==> src/rtl/key_gpi_reader_pkg.sv <==
// Shared definitions for the key GPI reader: GPI word field layout and helpers.
// The field offsets are the same ones the firmware register map and the bench use.
package key_gpi_reader_pkg;

  localparam int GPI_LVL_LSB  = 0;
  localparam int GPI_PEND_LSB = 8;
  localparam int GPI_CNT_LSB  = 16;
  localparam int GPI_CNT_W    = 8;
  localparam int GPI_FIELD_W  = 8;
  localparam int GPI_MAX_KEYS = 8;

  // Packed view of the 32-bit status word, MSB field first.
  typedef struct packed {
    logic [7:0] rsvd;
    logic [7:0] press_cnt;
    logic [7:0] pending;
    logic [7:0] level;
  } gpi_t;

  function automatic logic [7:0] popcount8(input logic [7:0] v);
    logic [7:0] n;
    n = '0;
    for (int i = 0; i < 8; i++) begin
      n = n + {7'd0, v[i]};
    end
    return n;
  endfunction

endpackage

==> src/rtl/key_debounce.sv <==
// One key: 2-FF synchroniser, stability counter and accepted level; flags a press
// on the cycle a new pressed level is accepted (2 + DB_CYCLES edges after the pin edge).
module key_debounce #(
  parameter int DB_CYCLES = 1_000_000
) (
  input  logic clk,
  input  logic reset,
  input  logic i_raw,
  output logic o_stable,
  output logic o_press_evt
);

  localparam int CNT_W = $clog2(DB_CYCLES);
  localparam logic [CNT_W-1:0] CNT_LAST = CNT_W'(DB_CYCLES - 1);

  logic             r_sync1;
  logic             r_sync2;
  logic             r_stable;
  logic [CNT_W-1:0] r_cnt;
  logic             w_differs;
  logic             w_accept;

  assign w_differs = (r_sync2 != r_stable);
  assign w_accept  = w_differs && (r_cnt == CNT_LAST);

  always_ff @(posedge clk or posedge reset) begin
    if (reset) begin
      r_sync1  <= 1'b0;
      r_sync2  <= 1'b0;
      r_stable <= 1'b0;
      r_cnt    <= '0;
    end else begin
      r_sync1 <= i_raw;
      r_sync2 <= r_sync1;
      // Any return to the accepted level throws away the partial count.
      if (!w_differs) begin
        r_cnt <= '0;
      end else if (w_accept) begin
        r_stable <= r_sync2;
        r_cnt    <= '0;
      end else begin
        r_cnt <= r_cnt + 1'b1;
      end
    end
  end

  assign o_stable    = r_stable;
  assign o_press_evt = w_accept & r_sync2;

endmodule

==> src/rtl/key_gpi_reader.sv <==
// Push-button reader for the CPU GPI port: debounced levels, sticky press flags
// cleared by an ack rising edge, an 8-bit press counter and a level irq.
module key_gpi_reader
  import key_gpi_reader_pkg::*;
#(
  parameter int NUM_KEYS   = 2,
  parameter int DB_CYCLES  = 1_000_000,
  parameter bit ACTIVE_LOW = 1'b1
) (
  input  logic                clk,
  input  logic                reset,
  input  logic [NUM_KEYS-1:0] keys,
  input  logic                ack,
  input  logic [NUM_KEYS-1:0] ack_mask,
  output logic [31:0]         gpi,
  output logic                irq
);

  logic [NUM_KEYS-1:0] w_raw;
  logic [NUM_KEYS-1:0] w_stable;
  logic [NUM_KEYS-1:0] w_press_evt;
  logic [NUM_KEYS-1:0] w_clr;
  logic                w_ack_rise;
  logic [7:0]          w_evt8;
  logic [7:0]          w_lvl8;
  logic [7:0]          w_pend8;
  gpi_t                w_gpi;

  logic                r_ack_q;
  logic [NUM_KEYS-1:0] r_pending;
  logic [7:0]          r_press_cnt;

  assign w_raw = ACTIVE_LOW ? ~keys : keys;

  for (genvar gi = 0; gi < NUM_KEYS; gi++) begin : g_key
    key_debounce #(
      .DB_CYCLES (DB_CYCLES)
    ) u_db (
      .clk         (clk),
      .reset       (reset),
      .i_raw       (w_raw[gi]),
      .o_stable    (w_stable[gi]),
      .o_press_evt (w_press_evt[gi])
    );
  end

  assign w_ack_rise = ack & ~r_ack_q;
  assign w_clr      = w_ack_rise ? ack_mask : '0;

  always_ff @(posedge clk or posedge reset) begin
    if (reset) begin
      r_ack_q     <= 1'b0;
      r_pending   <= '0;
      r_press_cnt <= '0;
    end else begin
      r_ack_q <= ack;
      // A press landing on the same edge as its clear must survive.
      r_pending   <= (r_pending & ~w_clr) | w_press_evt;
      r_press_cnt <= r_press_cnt + popcount8(w_evt8);
    end
  end

  always_comb begin
    w_evt8  = '0;
    w_lvl8  = '0;
    w_pend8 = '0;
    w_evt8[NUM_KEYS-1:0]  = w_press_evt;
    w_lvl8[NUM_KEYS-1:0]  = w_stable;
    w_pend8[NUM_KEYS-1:0] = r_pending;
  end

  always_comb begin
    w_gpi           = '0;
    w_gpi.rsvd      = 8'h00;
    w_gpi.press_cnt = r_press_cnt;
    w_gpi.pending   = w_pend8;
    w_gpi.level     = w_lvl8;
  end

  assign gpi = w_gpi;
  assign irq = |r_pending;

endmodule

==> config.mk <==
export PLATFORM = sky130hd
export DESIGN_NAME = key_gpi_reader
export DESIGN_NICKNAME = d
export VERILOG_FILES = /design/src/rtl/key_gpi_reader_pkg.sv /design/src/rtl/key_debounce.sv /design/src/rtl/key_gpi_reader.sv
export SDC_FILE = /design/constraint.sdc
export NUM_CORES = 1
export LEC_CHECK = 0
export BUFFER_PORTS_ARGS = -buffer_cell sky130_fd_sc_hd__clkbuf_2
export CORE_MARGIN = 3
export CORE_UTILIZATION = 61
export CTS_CLUSTER_SIZE = 25
export DETAILED_ROUTE_END_ITERATION = 6
export PLACE_DENSITY = 0.81
export SLEW_MARGIN = 20
export SYNTH_ARGS = -nofsm -noshare
export SYNTH_HDL_FRONTEND = slang
export SYNTH_SLANG_ARGS = --single-unit
==> constraint.sdc <==
create_clock -name clk -period 4.7 [get_ports clk]
set_clock_uncertainty 0.1 [all_clocks]
set_input_delay 0.47 -clock clk [delete_from_list [all_inputs] [get_ports clk]]
set_output_delay 0.47 -clock clk [all_outputs]
set_load 0.02 [all_outputs]
-- Word-level counts from Yosys, hierarchy flattened
Cells that the tools add are included.
- add/subtract/negate cells: 4
- mux-type cells: 5
- equality and inequality tests: 4
- bitwise logic cells: 8
- reductions and logical operators: 5
- operators by type and width (cell ; count):
    two-way mux 20 bit ; 4
    adder 20 x 1 -> 20 bit (second input constant) ; 2
    equality test 20 bit (second input constant) ; 2
    adder 8 x 2 -> 8 bit ; 1
    NOT 2 bit ; 2
    AND reduction 2 bit ; 2
    bitwise AND 1 bit ; 3
    adder 1 x 1 -> 2 bit ; 1
    bitwise AND 2 bit ; 1
    logical AND 1 bit ; 2
    two-way mux 2 bit ; 1
    != test 1 bit ; 2
    bitwise OR 2 bit ; 1
    OR reduction 2 bit ; 1
    NOT 1 bit ; 1
- output and inout bits: 33
- word-level logic and storage cells: 37
- bits of input ports: 7
- register bits after elaboration: 57

-- Depth between registers and ports, before layout
Gate-level depths: netlist (run 1).
- depth in word-level cells: 6
- gate-level depth with buffers: 10

-- Modules after synthesis
From an unflattened synthesis (run 1), not the netlist that was laid out.
- cell total of the unflattened synthesis: 284
- area total of the unflattened synthesis: 2952.8 um^2
- modules (own cells, without submodules) (module ; cells each ; times used ; area each (um^2)):
    key_debounce (g_key[0].u_db) ; 113 ; 1 ; 1192.4
    key_debounce (g_key[1].u_db) ; 110 ; 1 ; 1141.1
    key_gpi_reader ; 61 ; 1 ; 619.3

-- Worst setup path before layout (run 1)
OpenSTA, ideal clock, no wires.
- path kind: register to register
- start point: register g_key[0].u_db.r_cnt[0]
- end point: register r_press_cnt[6]
- library setup time: 0.129 ns
- data required time: 4.471 ns
- slack: 2.192 ns
- cell stages (with the launch flop): 11
- clock period less this slack: 2.508 ns
- data arrival time: 2.278 ns
- cell sequence: dfrtp_1 -> ha_1 -> and3_1 -> nand4b_1 -> or3_1 -> nor2_1 -> fa_1 -> ha_1 -> and3_1 -> nand3_1 -> xnor2_1
- cells in the longest elaborated chain, start to end: 5
- RTL lines (item ; line ; RTL):
    from (decl) ; key_debounce.sv:19 ; logic [CNT_W-1:0] r_cnt;
    from (signal assigned) ; key_debounce.sv:42 ; r_cnt <= r_cnt + 1'b1;
    equality test 20 bit ; key_debounce.sv:24 ; assign w_accept = w_differs && (r_cnt == CNT_LAST);
    logical AND 1 bit ; key_debounce.sv:24 ;
    bitwise AND 1 bit ; key_debounce.sv:48 ; assign o_press_evt = w_accept & r_sync2;
    adder 1 x 1 -> 2 bit ; key_gpi_reader_pkg.sv:24 ; n = n + {7'd0, v[i]};
    adder 8 x 2 -> 8 bit ; key_gpi_reader.sv:59 ; r_press_cnt <= r_press_cnt + popcount8(w_evt8);
    to (signal assigned) ; key_gpi_reader.sv:59 ;
    to (decl) ; key_gpi_reader.sv:31 ; logic [7:0] r_press_cnt;
No other way between the ends.
A chain may end at the register's enable or synchronous reset.

-- Worst setup path in the final report (run 1)
Same ends and word-level chain as after synthesis.

==> results of run 1 <==
-- cells in the final DEF (no fill, tap or decap), types with 2 or more instances in the layout --
cell,synthesis,layout
ha_1,3,3
mux2_1,2,2
o31ai_2,2,2
nand4_2,2,2
o21ai_1,2,2
xnor2_1,26,26
nor2_1,37,37
or4_1,8,8
a21oi_1,8,8
inv_1,9,8
clkbuf_8,0,9
buf_4,22,3
dfrtp_1,57,57
nor4_1,10,10
nand2_1,14,14
nand2b_1,2,2
clkinv_2,0,3
and3_1,6,6
bufinv_16,0,2
or3_1,4,4
o31ai_1,7,7
nand4_1,8,8
clkbuf_2,0,19
nor3_1,6,6
and4_1,2,2
conb_1,1,20
nand3_1,17,17
xor2_1,10,10
-- power breakdown --
group / internal [mW] / switching [mW] / total (mW)
combinational: 0.00908 / 0.0340 / 0.0431
clock: 0.295 / 0.190 / 0.485
sequential: 0.497 / 0.00564 / 0.503
total: 0.802 / 0.229 / 1.03
-- cells by family after synthesis --
logic type      share of synthesized area (%)
flops                                    50.6
mux                                     0.798
fa+ha+maj                                2.04
other cells                             0.133
xor+xnor                                 11.2
buf+inv                                  7.49
compound gates                           4.70
simple gates                             23.1
-- Yosys cell counts (all sizes together) --
cell and instances:
and4 2, nor2b 1, nand2 14, o21ai 3
conb 1, nor2 37, xnor2 26, a21oi 8
o31ai 9, nand4b 1, clkbuf 2, nor4b 1
and3 6, nand3b 1, nor3 6, nand4 10
mux2 2, or4 9, or2 2, or3 4
nand2b 2, ha 3, nor4 10, xor2 10
dfrtp 57, buf 23, inv 9, fa 1
nand3 17
-- worst reg2reg max path, stage by stage, from the launching register on --
cell and delay, ns:
dfrtp_1 0.41, ha_1 0.22, and3_1 0.23, nand4b_1 0.16, or3_1 0.47, nor2_1 0.18
fa_1 0.25, ha_1 0.19, and3_1 0.20, nand3_1 0.11, xnor2_1 0.14
-- routing by layer --
| metal | share of wire, % | global-route usage (%) |
|---|---|---|
| met2 | 50 | 35.2 |
| met1 | 44 | 27.7 |
| met4 | 2.5 | 11.9 |
| met5 | 0 | 0 |
| met3 | 3.6 | 4.19 |
-- flip-flops by register name, indices dropped and copies added, names as in the netlist --
signal	flops
g_key.u_db.o_stable	2
g_key.u_db.r_cnt	40
g_key.u_db.r_sync1	2
g_key.u_db.r_sync2	2
r_ack_q	1
r_pending	2
r_press_cnt	8
-- cell type report --
cell class,instances,area share [%]
inverter,9,1.09
sequential,57,45.9
multi-input combinational,205,40.4
clock inverter,6,2.66
tap,52,2.09
timing repair buffer,22,3.78
clock buffer,10,4.11
-- worst max-delay path by stage --
stage / end / slack [ns] / cells past startpoint
after floorplan: r_press_cnt[6] / 2.19 / 10
after global placement: r_press_cnt[6] / 2.09 / 10
after detailed placement: r_press_cnt[6] / 1.95 / 10
after CTS: r_press_cnt[6] / 1.91 / 10
after global routing: r_press_cnt[6] / 1.75 / 10
final: r_press_cnt[6] / 1.92 / 10
==> flow_summary_export.csv, run 1 <==
group,metric,value,unit
cells_and_area,antenna_cells,0,
placement,pre_cts_ws,1.95,ns
min_path,hp-start,"ack",
sta,setup_tns,0,ns
cts,cts_tree,"yes",
logic_synthesis,ys_ff_latch,57,
cells_and_area,design_area,3110,um^2
cells_and_area,fin_nets,315,
floorplanning,die-height,74.0,um
status,run_status,"finished, final reports clean",
cts,clock_path_buffers,2,
route,viasPerCell,5.52,
cts,clockRootBuffer,"clkbuf_8",
sta,max_clock_freq,360,MHz
setup_path,worstPathCellList,"ha_1, and3_1, nand4b_1, or3_1, nor2_1, fa_1, ha_1, and3_1, nand3_1, xnor2_1",
route,remaining_drc_errors,0,
placement,place.gp.congestion,0.867,
cells_and_area,final_cells,361,
power,powerDensity,332,nW/um^2
logic_synthesis,ys_seq_area_share,50.6,%
setup_path,start_kind,"flop",
power,ir_drop,0.300,mV
floorplanning,rows,24,
logic_synthesis,avgSynthCellArea,10.2,um^2
cts,cts-htree-levels,3,
setup_path,critical-path-max-stage-delay,0.47,ns
cells_and_area,area_delta_synth_final,10.2,%
setup_path,reg2reg_from,"g_key[0].u_db.r_cnt[0]",
cells_and_area,multi_input_area,1250,um^2
cells_and_area,seq_area,1430,um^2
cts,post-cts-setup-buffers,0,
min_path,min_path_type,"primary input to flop",
route,wl_per_cell,14.4,um
floorplanning,coreArea,4410,um^2
logic_synthesis,netlist_area,2820,um^2
placement,io_buffers,19,
cts,cts_buffers,9,
cts,postCtsResizedCells,0,
floorplanning,start_util,63.9,%
route,drt_iter0_markers,130,
global_routing,grt_pass1_vias,1973,
setup_path,end_kind,"flop",
sta,period_share,59.1,%
setup_path,startpoint,"g_key[0].u_db.r_cnt[0]",
setup_path,ff2ff_setup_slack,1.92,ns
sta,drv_slew,0,
sta,min_period,2.78,ns
setup_path,slowest_stage,"or3_1",
logic_synthesis,yosysWarningCount,0,
power,finalPower,1.03,mW
sta,fin_ws,1.92,ns
setup_path,cp_top_family,"simple AND/OR/NAND/NOR gates",
route,vias,1993,
sta,finalSetupViolCount,0,
min_path,hold_depth,1,
cts,cts.clk_slew.worst_paths,0.07,ns
setup_path,reg2reg_depth,10,
job,cap_violations,0,
sta,tightest_slew,0.724,ns
setup_path,critical_path_peak_fanout,5,
logic_synthesis,synth_cell_types,35,
global_routing,grt_pass1_wl,8980,um
cells_and_area,drive_gt1_share,14.2,%
sta,grt_setup_unrepaired,"false",
logic_synthesis,yosys-top-cells-area,"dfrtp_1, xnor2_1, buf_4, nor2_1, xor2_1",
global_routing,grt_max_degree,58,
setup_path,worstSetupPathType,"flop to flop",
sta,relSlewSlack,51.4,%
logic_synthesis,syn_inst,277,
min_path,hold_end,"r_ack_q",
cells_and_area,final_core_util,70.4,%
route,firstDrtPassIters,4,
sta,hold_violations,0,
route,routed_wl,5200,um
placement,place_area,2900,um^2
sta,hold_ws,0.148,ns
setup_path,required,4.82,ns
setup_path,crit_arrival,2.90,ns
cts,hold_buffers,0,
setup_path,r2r-end,"r_press_cnt[6]",
setup_path,critPathBufInv,0,
global_routing,grtUsageTotal,21.8,%
floorplanning,num_io_pins,40,
logic_synthesis,yosysTopAreaCellShare,50.6,%
global_routing,grt-ovfl-total,0,
cells_and_area,n_fill_cell,321,
route,ant_nets,0,
placement,placed_cells,345,
floorplanning,die_w,74.0,um
cts,insertion_delay,0.34,ns
global_routing,antenna_found_initial,0,
placement,dpl.hpwl,3490,um
floorplanning,die_area,5480,um^2
power,leakage,1.39,nW
cts,cts.sinks,57,
logic_synthesis,yosysTopAreaCell,"dfrtp_1",
(Power assumes the default switching activity.)
==> run 2: changes to the inputs <==
--- a/config.mk
+++ b/config.mk
@@ -5,12 +5,13 @@
 export SDC_FILE = /design/constraint.sdc
 export NUM_CORES = 1
 export LEC_CHECK = 0
+export ABC_AREA = 1
 export BUFFER_PORTS_ARGS = -buffer_cell sky130_fd_sc_hd__clkbuf_2
 export CORE_MARGIN = 3
-export CORE_UTILIZATION = 61
+export CORE_UTILIZATION = 52
 export CTS_CLUSTER_SIZE = 25
 export DETAILED_ROUTE_END_ITERATION = 6
-export PLACE_DENSITY = 0.81
+export PLACE_DENSITY = 0.73
 export SLEW_MARGIN = 20
 export SYNTH_ARGS = -nofsm -noshare
 export SYNTH_HDL_FRONTEND = slang
==> constraint.sdc (replaced) <==
create_clock -name clk -period 2.4 [get_ports clk]
set_clock_uncertainty 0.1 [all_clocks]
set_input_delay 0.24 -clock clk [delete_from_list [all_inputs] [get_ports clk]]
set_output_delay 0.24 -clock clk [all_outputs]
set_load 0.02 [all_outputs]
==> run 2 against run 1 <==
  * Final cell count grew 44%
  * Critical endpoint unchanged
  * Clock power increased by 81%
  * Global-route usage is 3.0 points lower
  * Sequential power increased by 95%
  * Worst setup slack got worse by 1.8 ns
  * Critical path type unchanged
  * Total power up 90%
  * Combinational power increased by 140%
  * Count of clock-buffer cells in the layout stayed put
  * Wire length grew 25%
  * Sequential cell count stayed put
==> flow_summary_export.csv, run 2 <==
group,metric,value,unit
floorplanning,die_area,7140,um^2
setup_path,worstPathCellList,"nor2_2, nand2_2, nand3b_1, nor4_4, fa_2, ha_2, nand3_2, nor3_2, xor2_1",
global_routing,grt_pass1_vias,2363,
route,remaining_drc_errors,0,
min_path,min_path_type,"primary input to flop",
placement,io_buffers,19,
global_routing,grtUsageTotal,18.8,%
setup_path,critical-path-max-stage-delay,0.43,ns
floorplanning,coreArea,5740,um^2
cells_and_area,fin_nets,454,
logic_synthesis,yosysWarningCount,0,
floorplanning,die_w,84.5,um
cts,cts.sinks,57,
cts,insertion_delay,0.33,ns
logic_synthesis,ys_seq_area_share,44.5,%
sta,min_period,2.27,ns
placement,place_area,3320,um^2
cts,cts_buffers,9,
status,run_status,"finished, final reports clean",
floorplanning,num_io_pins,40,
setup_path,slowest_stage,"dfrtp_1",
route,drt_iter0_markers,160,
cells_and_area,area_delta_synth_final,14.8,%
setup_path,critical_path_peak_fanout,4,
setup_path,crit_arrival,2.43,ns
sta,finalSetupViolCount,0,
route,viasPerCell,5.00,
sta,period_share,94.5,%
route,vias,2602,
sta,tightest_slew,0.745,ns
cells_and_area,top_register,"g_key.u_db.r_cnt",
setup_path,end_kind,"flop",
cells_and_area,reg.largest.list,"g_key.u_db.r_cnt x40, r_press_cnt x8",
route,firstDrtPassIters,4,
cells_and_area,final_common_cell,"nand2_1",
route,routed_wl,6510,um
floorplanning,die-height,84.5,um
logic_synthesis,yosys-top-cells-area,"dfrtp_1, nor2_1, nand2_1, nand3_1, buf_4",
cts,cts-htree-levels,3,
logic_synthesis,yosysTopAreaCellShare,44.5,%
setup_path,start_kind,"flop",
logic_synthesis,synthFlopType,"dfrtp_1",
logic_synthesis,synthTopCellsByCount,"nor2_1, nand2_1, dfrtp_1, inv_1, nand3_1",
cts,cts_tree,"yes",
sta,max_clock_freq,441,MHz
logic_synthesis,netlist_area,3210,um^2
sta,drv_slew,0,
route,ant_nets,0,
cts,cts.clk_slew.worst_paths,0.07,ns
cts,clock_path_buffers,2,
logic_synthesis,avgSynthCellArea,7.95,um^2
floorplanning,start_util,55.8,%
logic_synthesis,yosysTopAreaCell,"dfrtp_1",
cells_and_area,antenna_cells,0,
setup_path,required,2.56,ns
logic_synthesis,synth-edff-count,0,
cells_and_area,layout_common_cells,"nand2_1, nor2_1, dfrtp_1",
setup_path,worstSetupPathType,"flop to flop",
cts,clockRootBuffer,"clkbuf_8",
global_routing,grt_max_degree,38,
placement,place.gp.congestion,0.894,
logic_synthesis,synthArstFlopShare,100,%
logic_synthesis,ys_ff_latch,57,
placement,dpl.hpwl,4680,um
cells_and_area,design_area,3680,um^2
logic_synthesis,synth_cell_types,28,
sta,grt_setup_unrepaired,"true",
global_routing,antenna_found_initial,0,
power,ir_drop,0.423,mV
logic_synthesis,syn_inst,403,
cells_and_area,largest_reg_flops,40,
job,cap_violations,0,
sta,hold_violations,0,
power,finalPower,1.96,mW
global_routing,grt_pass1_wl,10900,um
logic_synthesis,yosys.cell_count.top_type,"nor2_1",
power,leakage,1.76,nW
power,powerDensity,533,nW/um^2
cells_and_area,drive_gt1_share,22.3,%
global_routing,grt-ovfl-total,0,
floorplanning,rows,27,
sta,relSlewSlack,50.2,%
route,wl_per_cell,12.5,um
-- run 2: cells by family after synthesis --
logic type,after synthesis,share of synthesized area (%)
AND/OR/NAND/NOR,228,32.9
adder cells (fa/ha/maj),4,1.80
AO/OA/AOI/OAI,14,2.42
XOR/XNOR,26,7.10
buffers and inverters,73,11.2
other,1,0.117
flip-flops,57,44.5
-- run 2: routing by layer --
metal	wire, um	up-vias	global-route usage, %
met1	3140	1201	27.6
met4	51	0	3.88
met2	2850	96	27.2
met3	464	6	6.28
li1	-	1299	-
met5	0	-	0
-- run 2: where the power goes --
part | total, mW | internal [mW] | switching (mW)
Combinational | 0.104 | 0.0255 | 0.0787
Clock | 0.877 | 0.499 | 0.377
Sequential | 0.981 | 0.973 | 0.00806
Total | 1.96 | 1.50 | 0.464
-- run 2: what timing repair did --
| action | 4_1_cts | 5_1_grt |
|---|---|---|
| setup endpoints to repair | 0 | 2 |
| buffers inserted | 0 | 7 |
| resized for setup | 0 | 21 |
| hold buffers | 4 | 0 |
| endpoints found under the hold margin | 38 | 0 |
-- run 2: worst paths after layout --
path	endpoint	cells past startpoint	slack, ns	from
setup / recovery	r_press_cnt[6]	9	0.13	g_key[1].u_db.r_cnt[12]
hold / removal	r_pending[0]	4	0.09	ack_mask[0]
setup reg to reg	r_press_cnt[6]	9	0.13	g_key[1].u_db.r_cnt[12]
hold reg to reg	g_key[0].u_db.r_sync2	0	0.25	g_key[0].u_db.r_sync1
max in group asynchronous	g_key[1].u_db.r_cnt[10]	4	1.05	reset
min in group asynchronous	g_key[0].u_db.r_cnt[2]	3	0.47	reset
-- run 2: area by class of cell --
cell class,instances,area (um^2)
inverters,49,184
well taps,72,90.1
flip-flops and latches,57,1430
multi-input cells,292,1560
clock buffers,10,138
clock inverters,6,57.6
repair buffers,34,218
fillers,504,2060
-- run 2: worst max-delay path: cells and delay by family, from the launching register on --
family / cells / cell delay, ns
AND/OR/NAND/NOR: 6 / 1.06
flip-flops: 1 / 0.43
adder cells (fa/ha/maj): 2 / 0.48
XOR/XNOR: 1 / 0.15
-- run 2: through the flow --
| stage | TNS [ns] | utilization, % | std cells | setup WS [ns] | hold slack (ns) |
|---|---|---|---|---|---|
| 6_report | 0 | 64.1 | 520 | 0.132 | 0.0898 |
| 5_1_grt | -0.0716 | 64.1 | 520 | -0.0537 | 0.108 |
| 4_1_cts | 0 | 61.9 | 513 | 0.0309 | 0.0821 |
| 3_5_place_dp | 0 | 57.8 | 493 | 0.0306 | 0.243 |
| 3_3_place_gp | 0 | 57.8 | 493 | 0.136 | 0.232 |
| 2_1_floorplan | 0 | - | 422 | 0.254 | 0.171 |
==> run 3: changes to the inputs <==
--- a/config.mk
+++ b/config.mk
@@ -11,7 +11,7 @@
 export CORE_UTILIZATION = 52
 export CTS_CLUSTER_SIZE = 25
 export DETAILED_ROUTE_END_ITERATION = 6
-export PLACE_DENSITY = 0.73
+export PLACE_DENSITY = 0.76
 export SLEW_MARGIN = 20
 export SYNTH_ARGS = -nofsm -noshare
 export SYNTH_HDL_FRONTEND = slang
==> run 3 against run 2 <==
  * The run now ends with hold timing left
  * Sequential power about the same
  * Final area increased by 0.48%
  * Sequential cell count is the same
  * Final cell count fell by 0.19%
  * Critical path depth unchanged
  * Register-to-register slack worse by 0.06 ns
  * Worst hold slack worse by 0.11 ns
  * Count of clock-buffer cells in the layout grew 2
  * Critical path type unchanged
  * Largest cell class unchanged
==> flow_summary_export.csv, run 3 (synthesis results as in run 2) <==
group,metric,value,unit
min_path,min_path_type,"primary input to async pin",
sta,finalSetupViolCount,0,
cts,cts.clk_slew.worst_paths,0.06,ns
power,powerDensity,513,nW/um^2
setup_path,path_depth,9,
placement,place.gp.congestion,0.882,
floorplanning,start_util,55.8,%
sta,hold_ws,-0.0223,ns
cells_and_area,final_cells,519,
power,ir_drop,0.366,mV
global_routing,grt_pass1_vias,2465,
floorplanning,die_area,7140,um^2
cts,insertion_delay,0.33,ns
placement,place_area,3310,um^2
route,remaining_drc_errors,0,
sta,hold_violations,26,
setup_path,critical_path_peak_fanout,4,
global_routing,grt_pass1_wl,11300,um
global_routing,grtUsageTotal,19.7,%
cts,cts.sinks,57,
sta,relSlewSlack,52.4,%
route,drt_iter0_markers,247,
status,violations,"hold timing",
global_routing,antenna_found_initial,0,
setup_path,worstPathCellList,"nor2_2, nand2_1, nand3b_1, nor4_4, fa_2, ha_4, nand3_4, nor3_4, xor2_1",
route,wl_per_cell,13.2,um
sta,fin_ws,0.0725,ns
route,vias,2706,
setup_path,start_kind,"flop",
power,leakage,1.78,nW
cts,clockRootBuffer,"clkbuf_8",
route,viasPerCell,5.21,
global_routing,grt-ovfl-total,0,
cells_and_area,area_delta_synth_final,15.3,%
cells_and_area,layout_common_cells,"nand2_1, nor2_1, dfrtp_1",
cells_and_area,antenna_cells,0,
setup_path,slowest_stage,"dfrtp_1",
job,cap_violations,0,
floorplanning,die-height,84.5,um
route,firstDrtPassIters,4,
placement,dpl.hpwl,4640,um
cells_and_area,top_register,"g_key.u_db.r_cnt",
setup_path,reg2reg_from,"g_key[1].u_db.r_cnt[10]",
setup_path,critical-path-max-stage-delay,0.43,ns
cells_and_area,design_area,3700,um^2
setup_path,required,2.55,ns
floorplanning,num_io_pins,40,
cells_and_area,largest_reg_flops,40,
placement,placed_cells,492,
route,routed_wl,6860,um
setup_path,cp_top_family,"simple AND/OR/NAND/NOR gates",
floorplanning,rows,27,
cells_and_area,fin_nets,454,
cells_and_area,final_common_cell,"nand2_1",
global_routing,grt_max_degree,58,
cells_and_area,seq_area,1430,um^2
sta,grt_setup_unrepaired,"true",
setup_path,ff2ff_setup_slack,0.07,ns
placement,pre_cts_ws,0.00797,ns
sta,period_share,97.0,%
cts,cts_buffers,9,
setup_path,r2r-end,"r_press_cnt[6]",
cells_and_area,reg.largest.list,"g_key.u_db.r_cnt x40, r_press_cnt x8",
setup_path,worstSetupPathType,"flop to flop",
cts,cts_tree,"yes",
power,finalPower,1.90,mW
status,run_status,"complete, but fails checks",
setup_path,reg2reg_depth,9,
cells_and_area,multi_input_area,1600,um^2
cts,clock_path_buffers,2,
sta,min_period,2.33,ns
sta,drv_slew,0,
sta,max_clock_freq,430,MHz
floorplanning,coreArea,5740,um^2
setup_path,critPathBufInv,0,
cells_and_area,n_fill_cell,477,
cells_and_area,drive_gt1_share,23.3,%
floorplanning,die_w,84.5,um
sta,tightest_slew,0.714,ns
setup_path,startpoint,"g_key[1].u_db.r_cnt[10]",
placement,io_buffers,19,
setup_path,end_kind,"flop",
cts,cts-htree-levels,3,
route,ant_nets,0,
setup_path,crit_arrival,2.48,ns
==> run 3: cell count changes in the layout (fill, tap and decap cells not counted), sizes merged <==
cell and delta:
clkinvlp -1, clkbuf +2, dlygate4sd3 -1, buf +1
bufinv -1, clkinv -1
==> run 3: worst min-delay path: cells and delay by family <==
kind     cells  cell delay [ns]
buf+inv      3             0.66
==> run 3: worst max path at each step <==
stage,to
after detailed placement,r_press_cnt[6]
after floorplan,r_press_cnt[6]
after CTS,r_press_cnt[6]
after global routing,r_press_cnt[6]
final,r_press_cnt[6]
after global placement,r_press_cnt[6]
==> run 3: repair_timing <==
item,in CTS,in global routing
resized for setup,2,27
hold endpoints to repair,3,0
setup buffers,0,9
hold buffers,3,0
pin swaps,0,10
cloned,0,0
endpoints found under the setup margin,1,2
==> run 3: layer usage <==
layer / track usage, % / up-vias / share of wire, % / wire length [um]
met5: 0 / - / 0 / 0
met2: 29.3 / 134 / 45 / 3080
met3: 6.38 / 8 / 8.1 / 557
met1: 27.5 / 1262 / 46 / 3170
li1: - / 1302 / - / -
met4: 6.04 / 0 / 0.83 / 57
==> run 3: power by group <==
group / internal, mW / switching, mW / total (mW)
Clock: 0.447 / 0.366 / 0.813
Combinational: 0.0237 / 0.0790 / 0.103
Sequential: 0.974 / 0.00821 / 0.982
==> run 3: cell type report <==
class / count / share of cell area [%]
clock buffer: 12 / 4.47
timing repair buffer: 34 / 5.82
tap: 72 / 2.44
clock inverter: 3 / 0.406
sequential: 57 / 38.7
multi-input combinational: 292 / 43.2
inverter: 49 / 4.97
==> run 3: per-stage QoR <==
| step | util [%] | setup TNS, ns |
|---|---|---|
| finish | 64.4 | 0 |
| global route | 64.4 | -0.0958 |
| CTS | 61.5 | 0 |
| detailed placement | 57.6 | 0 |
| global placement | 57.6 | 0 |
| floorplan | - | 0 |
